File: config.mk
export PLATFORM = sky130hd
export DESIGN_NAME = hamming_secded_serial_decoder
export DESIGN_NICKNAME = d
export VERILOG_FILES = /design/src/rtl/hamming_pkg.sv /design/src/rtl/hamming_syndrome_acc.sv /design/src/rtl/hamming_secded_serial_decoder.sv
export SDC_FILE = /design/constraint.sdc
export NUM_CORES = 1
export LEC_CHECK = 0
export CAP_MARGIN = 20
export CORE_MARGIN = 1
export CORE_UTILIZATION = 49
export CTS_CLUSTER_SIZE = 28
export DETAILED_ROUTE_END_ITERATION = 7
export GPL_ROUTABILITY_DRIVEN = 0
export GPL_TIMING_DRIVEN = 0
export PLACE_DENSITY = 0.75
export SLEW_MARGIN = 10
export SYNTH_ARGS = -nofsm -noshare
export SYNTH_HDL_FRONTEND = slang
export SYNTH_HIERARCHICAL = 1
export SYNTH_SLANG_ARGS = --single-unit
export TNS_END_PERCENT = 50
File: constraint.sdc
create_clock -name clk -period 2.3 [get_ports clk]
set_clock_uncertainty 0.15 [all_clocks]
set_input_delay 0.69 -clock clk [delete_from_list [all_inputs] [get_ports clk]]
set_output_delay 0.69 -clock clk [all_outputs]
set_load 0.05 [all_outputs]
File: src/rtl/hamming_pkg.sv
// Shared types and elaboration-time helpers for the serial SECDED decoder.
package hamming_pkg;

  typedef enum logic [1:0] {COLLECT, DECODE, HOLD} state_e;

  function automatic int n_of(input int r);
    return 1 << r;
  endfunction

  function automatic int k_of(input int r);
    return (1 << r) - r - 1;
  endfunction

  function automatic logic is_pow2(input int pos);
    return (pos != 0) && ((pos & (pos - 1)) == 0);
  endfunction

  // Code position of data bit j: j-th non-power-of-two position starting at 3.
  function automatic int data_pos(input int j, input int r);
    int cnt;
    int found;
    cnt   = 0;
    found = 0;
    for (int p = 3; p < (1 << r); p++) begin
      if (!is_pow2(p)) begin
        if (cnt == j) found = p;
        cnt++;
      end
    end
    return found;
  endfunction

endpackage

File: src/rtl/hamming_syndrome_acc.sv
// Serial syndrome / overall-parity accumulator; a bit landing at position 0
// (frame start or in_sof restart) reloads the state from that bit alone.
module hamming_syndrome_acc
  import hamming_pkg::*;
#(
  parameter int R = 4
) (
  input  logic         clk,
  input  logic         rst,
  input  logic         beat,
  input  logic         sof,
  input  logic         bit_in,
  input  logic [R-1:0] pos_in,
  output logic [R-1:0] syn,
  output logic         par
);

  logic [R-1:0] syn_q, syn_d;
  logic         par_q, par_d;

  always_comb begin
    syn_d = syn_q;
    par_d = par_q;
    if (beat) begin
      if (sof || pos_in == '0) begin
        syn_d = '0;
        par_d = bit_in;
      end else begin
        syn_d = bit_in ? (syn_q ^ pos_in) : syn_q;
        par_d = par_q ^ bit_in;
      end
    end
  end

  always_ff @(posedge clk) begin
    if (rst) begin
      syn_q <= '0;
      par_q <= 1'b0;
    end else begin
      syn_q <= syn_d;
      par_q <= par_d;
    end
  end

  assign syn = syn_q;
  assign par = par_q;

endmodule

File: src/rtl/hamming_secded_serial_decoder.sv
// Serial-in extended-Hamming SECDED decoder: frame store, FSM, correction and
// data extraction. Define HAMMING_ERR_CNT_EN to add saturating error counters.
module hamming_secded_serial_decoder
  import hamming_pkg::*;
#(
  parameter int R     = 4,
  parameter int CNT_W = 16
) (
  input  logic                 clk,
  input  logic                 rst,
  input  logic                 in_bit,
  input  logic                 in_valid,
  input  logic                 in_sof,
  output logic                 in_ready,
  output logic [k_of(R)-1:0]   data_out,
  output logic [R-1:0]         syndrome,
  output logic                 err_corrected,
  output logic                 err_uncorr,
  output logic                 out_valid,
  input  logic                 out_ready
`ifdef HAMMING_ERR_CNT_EN
  ,
  output logic [CNT_W-1:0]     cnt_corr,
  output logic [CNT_W-1:0]     cnt_uncorr
`endif
);

  localparam int N = n_of(R);
  localparam int K = k_of(R);

  if (CNT_W < 1) begin : g_cnt_w_illegal
  end

  state_e         state_q, state_d;
  logic [R-1:0]   pos_q, pos_d;
  logic [N-1:0]   mem_q, mem_d;
  logic [K-1:0]   data_q, data_d;
  logic [R-1:0]   syn_out_q, syn_out_d;
  logic           corr_q, corr_d;
  logic           uncorr_q, uncorr_d;
  logic           vld_q, vld_d;

  logic           beat;
  logic [R-1:0]   eff_pos;
  logic [R-1:0]   acc_syn;
  logic           acc_par;
  logic [N-1:0]   fixed_w;
  logic [K-1:0]   data_w;

  assign in_ready = (state_q == COLLECT);
  assign beat     = in_valid && in_ready;
  assign eff_pos  = in_sof ? '0 : pos_q;

  hamming_syndrome_acc #(.R(R)) u_acc (
    .clk    (clk),
    .rst    (rst),
    .beat   (beat),
    .sof    (in_sof),
    .bit_in (in_bit),
    .pos_in (eff_pos),
    .syn    (acc_syn),
    .par    (acc_par)
  );

  // Odd overall parity means one error at position syn (0 = the parity bit).
  always_comb begin
    fixed_w = mem_q;
    if (acc_par) fixed_w[acc_syn] = ~mem_q[acc_syn];
  end

  for (genvar j = 0; j < K; j++) begin : g_extract
    assign data_w[j] = fixed_w[data_pos(j, R)];
  end

  always_comb begin
    state_d   = state_q;
    pos_d     = pos_q;
    mem_d     = mem_q;
    data_d    = data_q;
    syn_out_d = syn_out_q;
    corr_d    = corr_q;
    uncorr_d  = uncorr_q;
    vld_d     = vld_q;
    unique case (state_q)
      COLLECT: begin
        if (beat) begin
          mem_d[eff_pos] = in_bit;
          pos_d          = eff_pos + R'(1);
          if (eff_pos == '1) state_d = DECODE;
        end
      end
      DECODE: begin
        data_d    = data_w;
        syn_out_d = acc_syn;
        corr_d    = acc_par;
        uncorr_d  = !acc_par && (acc_syn != '0);
        vld_d     = 1'b1;
        state_d   = HOLD;
      end
      HOLD: begin
        if (out_ready) begin
          vld_d    = 1'b0;
          corr_d   = 1'b0;
          uncorr_d = 1'b0;
          state_d  = COLLECT;
        end
      end
      default: state_d = COLLECT;
    endcase
  end

  always_ff @(posedge clk) begin
    if (rst) begin
      state_q   <= COLLECT;
      pos_q     <= '0;
      mem_q     <= '0;
      data_q    <= '0;
      syn_out_q <= '0;
      corr_q    <= 1'b0;
      uncorr_q  <= 1'b0;
      vld_q     <= 1'b0;
    end else begin
      state_q   <= state_d;
      pos_q     <= pos_d;
      mem_q     <= mem_d;
      data_q    <= data_d;
      syn_out_q <= syn_out_d;
      corr_q    <= corr_d;
      uncorr_q  <= uncorr_d;
      vld_q     <= vld_d;
    end
  end

  assign data_out      = data_q;
  assign syndrome      = syn_out_q;
  assign err_corrected = corr_q;
  assign err_uncorr    = uncorr_q;
  assign out_valid     = vld_q;

`ifdef HAMMING_ERR_CNT_EN
  logic [CNT_W-1:0] cnt_corr_q, cnt_corr_d;
  logic [CNT_W-1:0] cnt_uncorr_q, cnt_uncorr_d;
  logic             hs;

  assign hs = vld_q && out_ready;

  always_comb begin
    cnt_corr_d   = cnt_corr_q;
    cnt_uncorr_d = cnt_uncorr_q;
    if (hs && corr_q && cnt_corr_q != '1)     cnt_corr_d   = cnt_corr_q + CNT_W'(1);
    if (hs && uncorr_q && cnt_uncorr_q != '1) cnt_uncorr_d = cnt_uncorr_q + CNT_W'(1);
  end

  always_ff @(posedge clk) begin
    if (rst) begin
      cnt_corr_q   <= '0;
      cnt_uncorr_q <= '0;
    end else begin
      cnt_corr_q   <= cnt_corr_d;
      cnt_uncorr_q <= cnt_uncorr_d;
    end
  end

  assign cnt_corr   = cnt_corr_q;
  assign cnt_uncorr = cnt_uncorr_q;
`endif

endmodule

==> reports/qor.yml, run 1 <==
outcome: "completed"
max-cap-violations: 0
start_kind: "register"
synth-seq-cells: 40
nFillCells: 350
grt_use_total_pct: 23.0
cp_data_required_time_ns: 1.46
synthToLayoutAreaGrowth_pct: 23.6
slew_violations: 0
fin_cells: 309
fin_crit_ns: 2.26
max_slew.worst_pin.slew_ns: 0.536
yosysUniqueCellTypes: 38
cts_buffer_depth: 2
syn-cell-area_um2: 1970
dieArea_um2: 4270
finalSetupViolations: 0
finish.utilization_pct: 64.9
synth_nets: 237
dpl_worst_slack_ns: -0.812
finalHoldViolations: 0
gr-total-overflow: 0
powerDensity_nw_per_um2: 506
cts_tree: "yes"
syn_avg_cell_area_um2: 8.66
portBuffers: 24
clk_latency_ns: 0.29
start_util_pct: 52.5
cts_made_buffers: 5
setup_slack_ns: 0.0383
synth-warning-count: 6
rsz0062_at_grt: "no"
num_antenna_cells: 0
fmax_mhz: 442
wire_per_inst_um: 14.2
syn_inst: 227
worstPathCellList: "clkdlybuf4s50_1"
drtIter0Drc: 81
grt_antenna_before_repair: 0
crit_path_max_incr_delay_ns: 0.80
grt_max_degree: 15
postCtsHoldBufs: 0
dpl.hpwl_um: 3110
drt_wl_total_um: 4390
irDropWorstVdd_uv: 356
ios: 25
crit_type: "register to primary output"
grt_pass1_vias: 1557
vias_per_cell: 5.71
grt_pass1_wl_um: 7430
min_period_over_period_pct: 98.3
crit_fanout: 2
core_um2: 3740
worstPathArrival_ns: 1.42
num-nets-final: 271
relSlewSlack_pct: 64.2
num_vias: 1763
cts_sinks: 40
die_w_um: 65.3
h-tree-depth: 2
leakagePower_nw: 0.997
cp_slowest_cell: "clkdlybuf4s50_1"
die_h_um: 65.3
synth_seq_area_share_pct: 40.7
hp-class: "register to register"
root_buffer: "clkbuf_8"
dr.pass1.iters: 4
dp.cells: 299
ant_nets: 0
path_delay_family: "buffers and inverters"
layout-drive-gt1-share_pct: 10.3
num_rows: 22
end_kind: "primary output"
cts.reportedPaths.clkPinSlew_ns: 0.07
drcViolationCount: 0
path_buf_inv: 1
-- area by class of cell --
cell class              instances  area [µm²]  share of cell area [%]
multi-input cells             167        1090                    45.0
flip-flops and latches         40         801                    33.0
repair buffers                 27         284                    11.7
plain buffers                  14        87.6                    3.61
clock buffers                   6        72.6                    2.99
well taps                      48        60.1                    2.47
inverters                       6        25.0                    1.03
clock inverters                 1        5.00                   0.206
-- power breakdown --
group	switching, mW	internal, mW
clock	0.234	0.206
combinational	0.0478	0.0376
sequential	0.00651	0.697
total	0.288	0.941
-- final timing paths --
kind | depth (start not counted) | from | end | slack (ns)
max | 1 | err_uncorr$_SDFFE_PP0P_ | err_uncorr | 0.04
min | 2 | syndrome[3]$_SDFFE_PP0P_ | syndrome[3]$_SDFFE_PP0P_ | 0.31
max reg2reg | 7 | state_q[0]$_SDFFE_PP0P_ | u_acc/syn[2]$_SDFFE_PP0P_ | 0.27
min reg2reg | 2 | syndrome[3]$_SDFFE_PP0P_ | syndrome[3]$_SDFFE_PP0P_ | 0.31
-- layer usage --
| layer | vias to the layer above | wire length [µm] | track usage, % |
|---|---|---|---|
| met5 | - | 0 | 0 |
| met4 | 0 | 69 | 7.61 |
| met1 | 830 | 2210 | 30.6 |
| met3 | 9 | 126 | 5.03 |
| li1 | 894 | - | - |
| met2 | 30 | 1990 | 36.6 |
-- worst min-delay path, cell delays in order, from the launching register on --
cell and delay, ns:
dfxtp_1 0.31, nand2_1 0.05, a21oi_1 0.05
-- what timing repair did --
item | in CTS | in global routing
pin swaps | 3 | 0
resized for setup | 13 | 16
buffers inserted | 3 | 0
endpoints found under the setup margin | 20 | 35
-- cells in the mapped netlist (all sizes together) --
| master | instances | area share, % |
|---|---|---|
| or4 | 3 | 1.1 |
| nor3b | 3 | 1.1 |
| a22oi | 1 | 0.38 |
| or3b | 2 | 1.0 |
| or4b | 5 | 2.5 |
| nand2 | 15 | 2.9 |
| nor2 | 18 | 3.4 |
| a2111oi | 1 | 0.45 |
| o21bai | 1 | 0.38 |
| a211oi | 2 | 0.76 |
| mux2i | 11 | 5.6 |
| o41ai | 2 | 0.89 |
| o211ai | 1 | 0.38 |
| a31oi | 5 | 1.6 |
| nand2b | 19 | 6.0 |
| inv | 6 | 1.1 |
| o21ai | 12 | 3.1 |
| o31ai | 1 | 0.38 |
| nor3 | 1 | 0.25 |
| a21oi | 9 | 2.3 |
| buf | 5 | 1.8 |
| or2b | 1 | 0.38 |
| clkbuf | 9 | 1.7 |
| and3b | 1 | 0.45 |
| nand3 | 14 | 3.6 |
| ha | 4 | 2.5 |
| dfxtp | 40 | 41 |
| a311oi | 11 | 4.9 |
| or3 | 9 | 2.9 |
| nor2b | 6 | 1.9 |
| a311o | 1 | 0.51 |
| a21boi | 1 | 0.38 |
| nand3b | 3 | 1.1 |
| nand4 | 4 | 1.3 |
-- registers in the layout, indices dropped and copies added, names as in the netlist, 2 cells and up --
name,flops
syndrome,4
u_acc/syn,4
pos_q,4
state_q,2
mem_q,11
data_out,11
-- per-stage QoR --
| step | TNS, ns | hold slack, ns | power [mW] | instance area, µm² |
|---|---|---|---|---|
| final | 0 | 0.309 | 1.23 | 2430 |
| after global routing | 0 | 0.335 | 1.28 | 2430 |
| after CTS | 0 | 0.310 | 1.23 | 2400 |
| after detailed placement | -15.11 | 0.300 | 0.795 | 2270 |
| after global placement | -14.16 | 0.295 | 0.795 | 2270 |
| after floorplan | -0.00453 | 0.307 | 0.766 | 1970 |
-- cells by family (layout without fill, tap and decap cells) --
group	Yosys count	in the layout	synth area share (%)
adders and majority gates	4	4	2.55
muxes	11	11	5.60
DFF	40	40	40.7
and+or+nand+nor	104	104	30.0
buffers and inverters	20	54	4.71
AOI/OAI and AO/OA	48	48	16.4
-- placed cells by master (no fill, tap or decap), drive strengths merged, types with 2 or more instances in the layout --
| master | synthesis | final |
|---|---|---|
| dfxtp | 40 | 40 |
| nand2b | 19 | 19 |
| nor2 | 18 | 18 |
| nand2 | 15 | 15 |
| nand3 | 14 | 14 |
| clkbuf | 9 | 14 |
| o21ai | 12 | 12 |
| clkdlybuf4s50 | 0 | 12 |
| mux2i | 11 | 11 |
| a311oi | 11 | 11 |
| or3 | 9 | 9 |
| a21oi | 9 | 9 |
| dlymetal6s2s | 0 | 9 |
| buf | 5 | 9 |
| inv | 6 | 6 |
| nor2b | 6 | 6 |
| a31oi | 5 | 5 |
| or4b | 5 | 5 |
| ha | 4 | 4 |
| nand4 | 4 | 4 |
| nor3b | 3 | 3 |
| or4 | 3 | 3 |
| nand3b | 3 | 3 |
| o41ai | 2 | 2 |
| a211oi | 2 | 2 |
| dlygate4sd2 | 0 | 2 |
| or3b | 2 | 2 |
Power figures use the tool's default switching activity.
==> inputs of run 2 (changes only) <==
CORE_UTILIZATION = 54   (was 49)
PLACE_DENSITY = 0.78   (was 0.75)
clock period = 2.6 ns   (was 2.3 ns; I/O delays follow)
==> reports/qor.yml, run 2 (same netlist as run 1, synthesis figures left out) <==
crit_fanout: 4  # was 2
num_rows: 21  # was 22
cts_sinks: 40  # unchanged
irDropWorstVdd_uv: 327  # was 356 µV
relSlewSlack_pct: 65.2  # was 64.2%
grt_use_total_pct: 23.6  # was 23.0%
dr_wl_met3_um: 219  # was 126 µm
cts_buffer_depth: 2  # unchanged
dpl.hpwl_um: 3030  # was 3110 µm
portBuffers: 24  # unchanged
swShare_pct: 24.1  # was 23.4%
p_clk_share_pct: 29.4  # was 35.8%
num_vias: 1767  # was 1763
grt_max_degree: 15  # unchanged
die_w_um: 62.3  # was 65.3 µm
root_buffer: "clkbuf_4"  # was clkbuf_8
grt_pass1_vias: 1572  # was 1557
ios: 25  # unchanged
fmax_mhz: 391
worstPathArrival_ns: 2.67  # was 1.42 ns
cts.reportedPaths.clkPinSlew_ns: 0.11  # was 0.07 ns
core_um2: 3420  # was 3740 µm²
layout_common_cells: "dfxtp_1 (40), clkdlybuf4s50_1 (22), nand2b_1 (19)"  # was dfxtp_1 (40), nand2b_1 (19), nor2_1 (18)
highest_layer: "met4"  # unchanged
ant_nets: 0  # unchanged
fin_cells: 307  # was 309
vias_per_cell: 5.76  # was 5.71
whs_ns: 0.310  # was 0.309 ns
final_common_cell: "dfxtp_1"  # unchanged
drt-met1-wl_um: 2000  # was 2210 µm
end_kind: "register"  # was primary output
cp_data_required_time_ns: 2.72  # was 1.46 ns
cts_made_buffers: 5  # unchanged
h-tree-depth: 2  # unchanged
cp_slowest_cell: "or4b_2"  # was clkdlybuf4s50_1
dp.cells: 297  # was 299
finalSetupViolations: 0  # unchanged
p_sw_mw: 0.237  # was 0.288 mW
dr.pass1.iters: 4  # unchanged
grt_antenna_before_repair: 0  # unchanged
fin_crit_ns: 2.56
max-cap-violations: 0  # unchanged
p_comb_share_pct: 7.4  # was 6.9%
slew_violations: 0  # unchanged
dieArea_um2: 3890  # was 4270 µm²
num-nets-final: 271  # unchanged
worstPathCellList: "clkdlybuf4s50_1 > or3b_4 > inv_4 > buf_6 > nand2_2 > or4b_2 > a31oi_1"  # was clkdlybuf4s50_1
min_period_over_period_pct: 98.4
p_int_mw: 0.747  # was 0.941 mW
drt_wl_total_um: 4250  # was 4390 µm
hp-class: "register to register"  # unchanged
met2WireLength_um: 1930  # was 1990 µm
max_slew.worst_pin.slew_ns: 0.522  # was 0.536 ns
postCtsHoldBufs: 0  # unchanged
die_h_um: 62.3  # was 65.3 µm
num_antenna_cells: 0  # unchanged
layout-drive-gt1-share_pct: 8.81  # was 10.3%
crit_type: "input port to register"  # was register to primary output
start_kind: "input port"  # was register
drtIter0Drc: 82  # was 81
drcViolationCount: 0  # unchanged
grt_pass1_wl_um: 7220  # was 7430 µm
crit_path_max_incr_delay_ns: 0.64  # was 0.80 ns
start_util_pct: 57.5  # was 52.5%
leakagePower_nw: 0.797  # was 0.997 nW
gr-total-overflow: 0  # unchanged
cts_tree: "yes"  # unchanged
powerDensity_nw_per_um2: 420  # was 506 nW/µm²
p_total_mw: 0.985  # was 1.23 mW
finalHoldViolations: 0  # unchanged
wire_per_inst_um: 13.8  # was 14.2 µm
outcome: "completed"  # unchanged
clk_latency_ns: 0.34  # was 0.29 ns
power_frac_seq_pct: 63.2  # was 57.2%
synthToLayoutAreaGrowth_pct: 19.4  # was 23.6%
## run 2: changes by cell type in the layout (fill, tap and decap cells not counted), sizes merged
cell,before,now
clkdlybuf4s50,12,22
buf,9,8
clkbuf,14,15
dlymetal6s2s,9,0
clkdlybuf4s15,1,0
## run 2: through the flow
step	instance area [µm²]	setup TNS, ns	utilization (%)	setup slack [ns]
2_1_floorplan	1970	0	-	0.110
3_3_place_gp	2260	-6.57	66.3	-0.565
3_5_place_dp	2260	-6.87	66.3	-0.575
4_1_cts	2330	0	68.3	0.00801
5_1_grt	2350	-0.0112	68.7	-0.00678
6_report	2350	0	68.7	0.0418
## run 2: area by class of cell
type,instances,area (µm²)
fillers,294,1070
flip-flops and latches,40,801
clock inverters,1,5.00
inverters,6,25.0
clock buffers,6,41.3
repair buffers,27,260
plain buffers,14,77.6
multi-input cells,167,1080
well taps,46,57.6
## run 2: power groups by stage
stage,logic (mW),clock network [mW],registers [mW]
2_1_floorplan,0.0425,0,0.634
3_3_place_gp,0.0656,0,0.636
3_5_place_dp,0.0660,0,0.636
4_1_cts,0.0702,0.298,0.622
5_1_grt,0.0809,0.325,0.624
6_report,0.0730,0.289,0.622
## run 2: repair_timing
action                     4_1_cts  5_1_grt
hold endpoints to repair         0        0
cloned                           0        0
gates resized for setup          7        2
pin swaps                        1        3
setup endpoints to repair        6        4
setup buffers                    2        1
## run 2: path summary, 6_finish.rpt
path,slack [ns],start,cells past startpoint,to
worst max-delay path,0.04,in_valid,7,u_acc/syn[0]$_SDFFE_PP0P_
worst min-delay path,0.31,syndrome[1]$_SDFFE_PP0P_,2,syndrome[1]$_SDFFE_PP0P_
worst max register to register,0.47,state_q[0]$_SDFFE_PP0P_,7,u_acc/syn[0]$_SDFFE_PP0P_
worst min register to register,0.31,syndrome[1]$_SDFFE_PP0P_,2,syndrome[1]$_SDFFE_PP0P_
## run 2: worst max-delay path: cells and delay by family
| kind | cells | cell delay [ns] |
|---|---|---|
| compound gates | 1 | 0.14 |
| buf+inv | 3 | 0.65 |
| simple gates | 3 | 1.11 |
## run 2: routing by layer
metal	track usage, %	vias up
li1	-	895
met1	30.6	814
met2	38.0	49
met3	4.96	9
met4	9.59	0
met5	0	-
==> inputs of run 3 (changes only) <==
SKIP_CTS_REPAIR_TIMING = 1   (was unset)
SLEW_MARGIN = 20   (was 10)
==> reports/qor.yml, run 3 (same netlist as run 1, synthesis figures left out) <==
outcome: "completed"  # unchanged
cts_buffer_depth: 2  # unchanged
multiInputGateArea_um2: 1090  # was 1080 µm²
dpl.hpwl_um: 3030  # unchanged
drt_wl_total_um: 4310  # was 4250 µm
layout_common_cells: "dfxtp_1 (40), clkdlybuf4s50_1 (22), nand2b_1 (19)"  # unchanged
drcViolationCount: 0  # unchanged
fin_area_um2: 2390  # was 2350 µm²
cts.reportedPaths.clkPinSlew_ns: 0.11  # about the same
ant_nets: 0  # unchanged
p_clk_share_pct: 29.3  # was 29.4%
gr-total-overflow: 0  # unchanged
start_kind: "input port"  # unchanged
cts_sinks: 40  # unchanged
start_util_pct: 57.5  # unchanged
layout-drive-gt1-share_pct: 9.85  # was 8.81%
core_um2: 3420  # unchanged
power_frac_seq_pct: 62.8  # was 63.2%
grt_antenna_before_repair: 0  # unchanged
hp-class: "register to register"  # unchanged
dieArea_um2: 3890  # unchanged
portBuffers: 24  # unchanged
p_int_mw: 0.751  # was 0.747 mW
r2r_slack_ns: 0.53  # was 0.47 ns
die_h_um: 62.3  # unchanged
cts_made_buffers: 5  # unchanged
p_total_mw: 0.992  # was 0.985 mW
ios: 25  # unchanged
powerDensity_nw_per_um2: 415  # was 420 nW/µm²
crit_fanout: 8  # was 4
r2r-start: "state_q[0]$_SDFFE_PP0P_"  # unchanged
rsz0062_at_grt: "no"
seq_area_um2: 801  # unchanged
num_antenna_cells: 0  # unchanged
leakagePower_nw: 0.826  # was 0.797 nW
max-cap-violations: 0  # unchanged
min-delay-start: "syndrome[1]$_SDFFE_PP0P_"  # unchanged
fin_crit_ns: 2.50  # was 2.56 ns
max_slew.worst_pin.slew_ns: 0.518  # was 0.522 ns
num-nets-final: 274  # was 271
h-tree-depth: 2  # unchanged
num_rows: 21  # unchanged
fmax_mhz: 399  # was 391 MHz
final_common_cell: "dfxtp_1"  # unchanged
cp_data_required_time_ns: 2.71  # was 2.72 ns
p_sw_mw: 0.241  # was 0.237 mW
cts_tree: "yes"  # unchanged
r2r_cells: 7  # unchanged
root_buffer: "clkbuf_4"  # unchanged
reg2reg_to: "u_acc/syn[1]$_SDFFE_PP0P_"  # was u_acc/syn[0]$_SDFFE_PP0P_
worstPathArrival_ns: 2.62  # was 2.67 ns
finalHoldViolations: 0  # unchanged
num_vias: 1779  # was 1767
min_period_over_period_pct: 96.3  # was 98.4%
min_path_cells: 2  # unchanged
grt_use_total_pct: 23.3  # was 23.6%
grt_pass1_vias: 1561  # was 1572
finalSetupViolations: 0  # unchanged
hold_end: "syndrome[1]$_SDFFE_PP0P_"  # unchanged
dr.pass1.iters: 5  # was 4
irDropWorstVdd_uv: 329  # was 327 µV
grt_max_degree: 16  # was 15
crit_type: "input port to register"  # unchanged
relSlewSlack_pct: 65.5  # was 65.2%
wire_per_inst_um: 13.9  # was 13.8 µm
p_comb_share_pct: 7.9  # was 7.4%
swShare_pct: 24.3  # was 24.1%
die_w_um: 62.3  # unchanged
place_area_um2: 2260  # unchanged
vias_per_cell: 5.74  # was 5.76
grt_pass1_wl_um: 7150  # was 7220 µm
drtIter0Drc: 85  # was 82
end_kind: "register"  # unchanged
clk_latency_ns: 0.34  # about the same
synthToLayoutAreaGrowth_pct: 21.6  # was 19.4%
slew_violations: 0  # unchanged
nFillCells: 289  # was 294
-- run 3: cell types whose count changed in the layout (fill, tap and decap cells not counted), sizes merged --
| cell | previous run | this run |
|---|---|---|
| buf | 8 | 11 |
| dlygate4sd2 | 2 | 0 |
| dlymetal6s2s | 0 | 2 |
-- run 3: per-stage QoR --
step | worst slack [ns] | hold slack [ns] | setup TNS (ns) | util, % | cells
4_1_cts | -0.215 | 0.315 | -0.944 | 67.6 | 304
6_report | 0.0958 | 0.310 | 0 | 70.0 | 310
5_1_grt | 0.0715 | 0.343 | 0 | 70.0 | 310
2_1_floorplan | 0.110 | 0.307 | 0 | - | 227
3_3_place_gp | -0.565 | 0.295 | -6.57 | 66.3 | 297
3_5_place_dp | -0.575 | 0.299 | -6.87 | 66.3 | 297
-- run 3: power groups by stage --
stage	Sequential, mW	Combinational [mW]	Clock (mW)
after global placement	0.636	0.0656	0
after floorplan	0.634	0.0425	0
after global routing	0.624	0.0859	0.325
after detailed placement	0.636	0.0660	0
after CTS	0.622	0.0662	0.298
final	0.623	0.0785	0.291
-- run 3: how the worst max path moves through the flow --
stage,start,to,slack [ns],depth (start not counted)
global placement,in_sof,u_acc/par$_SDFFE_PP0P_,-0.57,7
finish,in_valid,u_acc/syn[1]$_SDFFE_PP0P_,0.1,7
global route,err_corrected$_SDFFE_PP0P_,err_corrected,0.07,1
CTS,in_sof,u_acc/par$_SDFFE_PP0P_,-0.21,7
floorplan,in_valid,u_acc/syn[0]$_SDFFE_PP0P_,0.11,6
detailed placement,in_sof,u_acc/par$_SDFFE_PP0P_,-0.57,7
-- run 3: metal layers --
| metal | vias to the layer above | GRT usage [%] | share of wire [%] |
|---|---|---|---|
| li1 | 903 | - | - |
| met1 | 831 | 30.5 | 48 |
| met2 | 36 | 37.2 | 46 |
| met3 | 9 | 4.96 | 3.8 |
| met4 | 0 | 9.59 | 2.5 |
| met5 | - | 0 | 0 |
-- run 3: final cells by class --
type,instances,share of cell area [%]
sequential,40,33.5
multi-input combinational,167,45.6
clock inverter,1,0.209
timing repair buffer,30,12.1
buffer,14,3.40
tap,46,2.41
inverter,6,1.05
clock buffer,6,1.73
-- run 3: worst max-delay path, stage by stage --
cell and delay (ns):
clkdlybuf4s50_1 0.46, or3b_4 0.42, inv_4 0.09, buf_8 0.12
nand2_2 0.07, or4b_4 0.52, a31oi_1 0.15
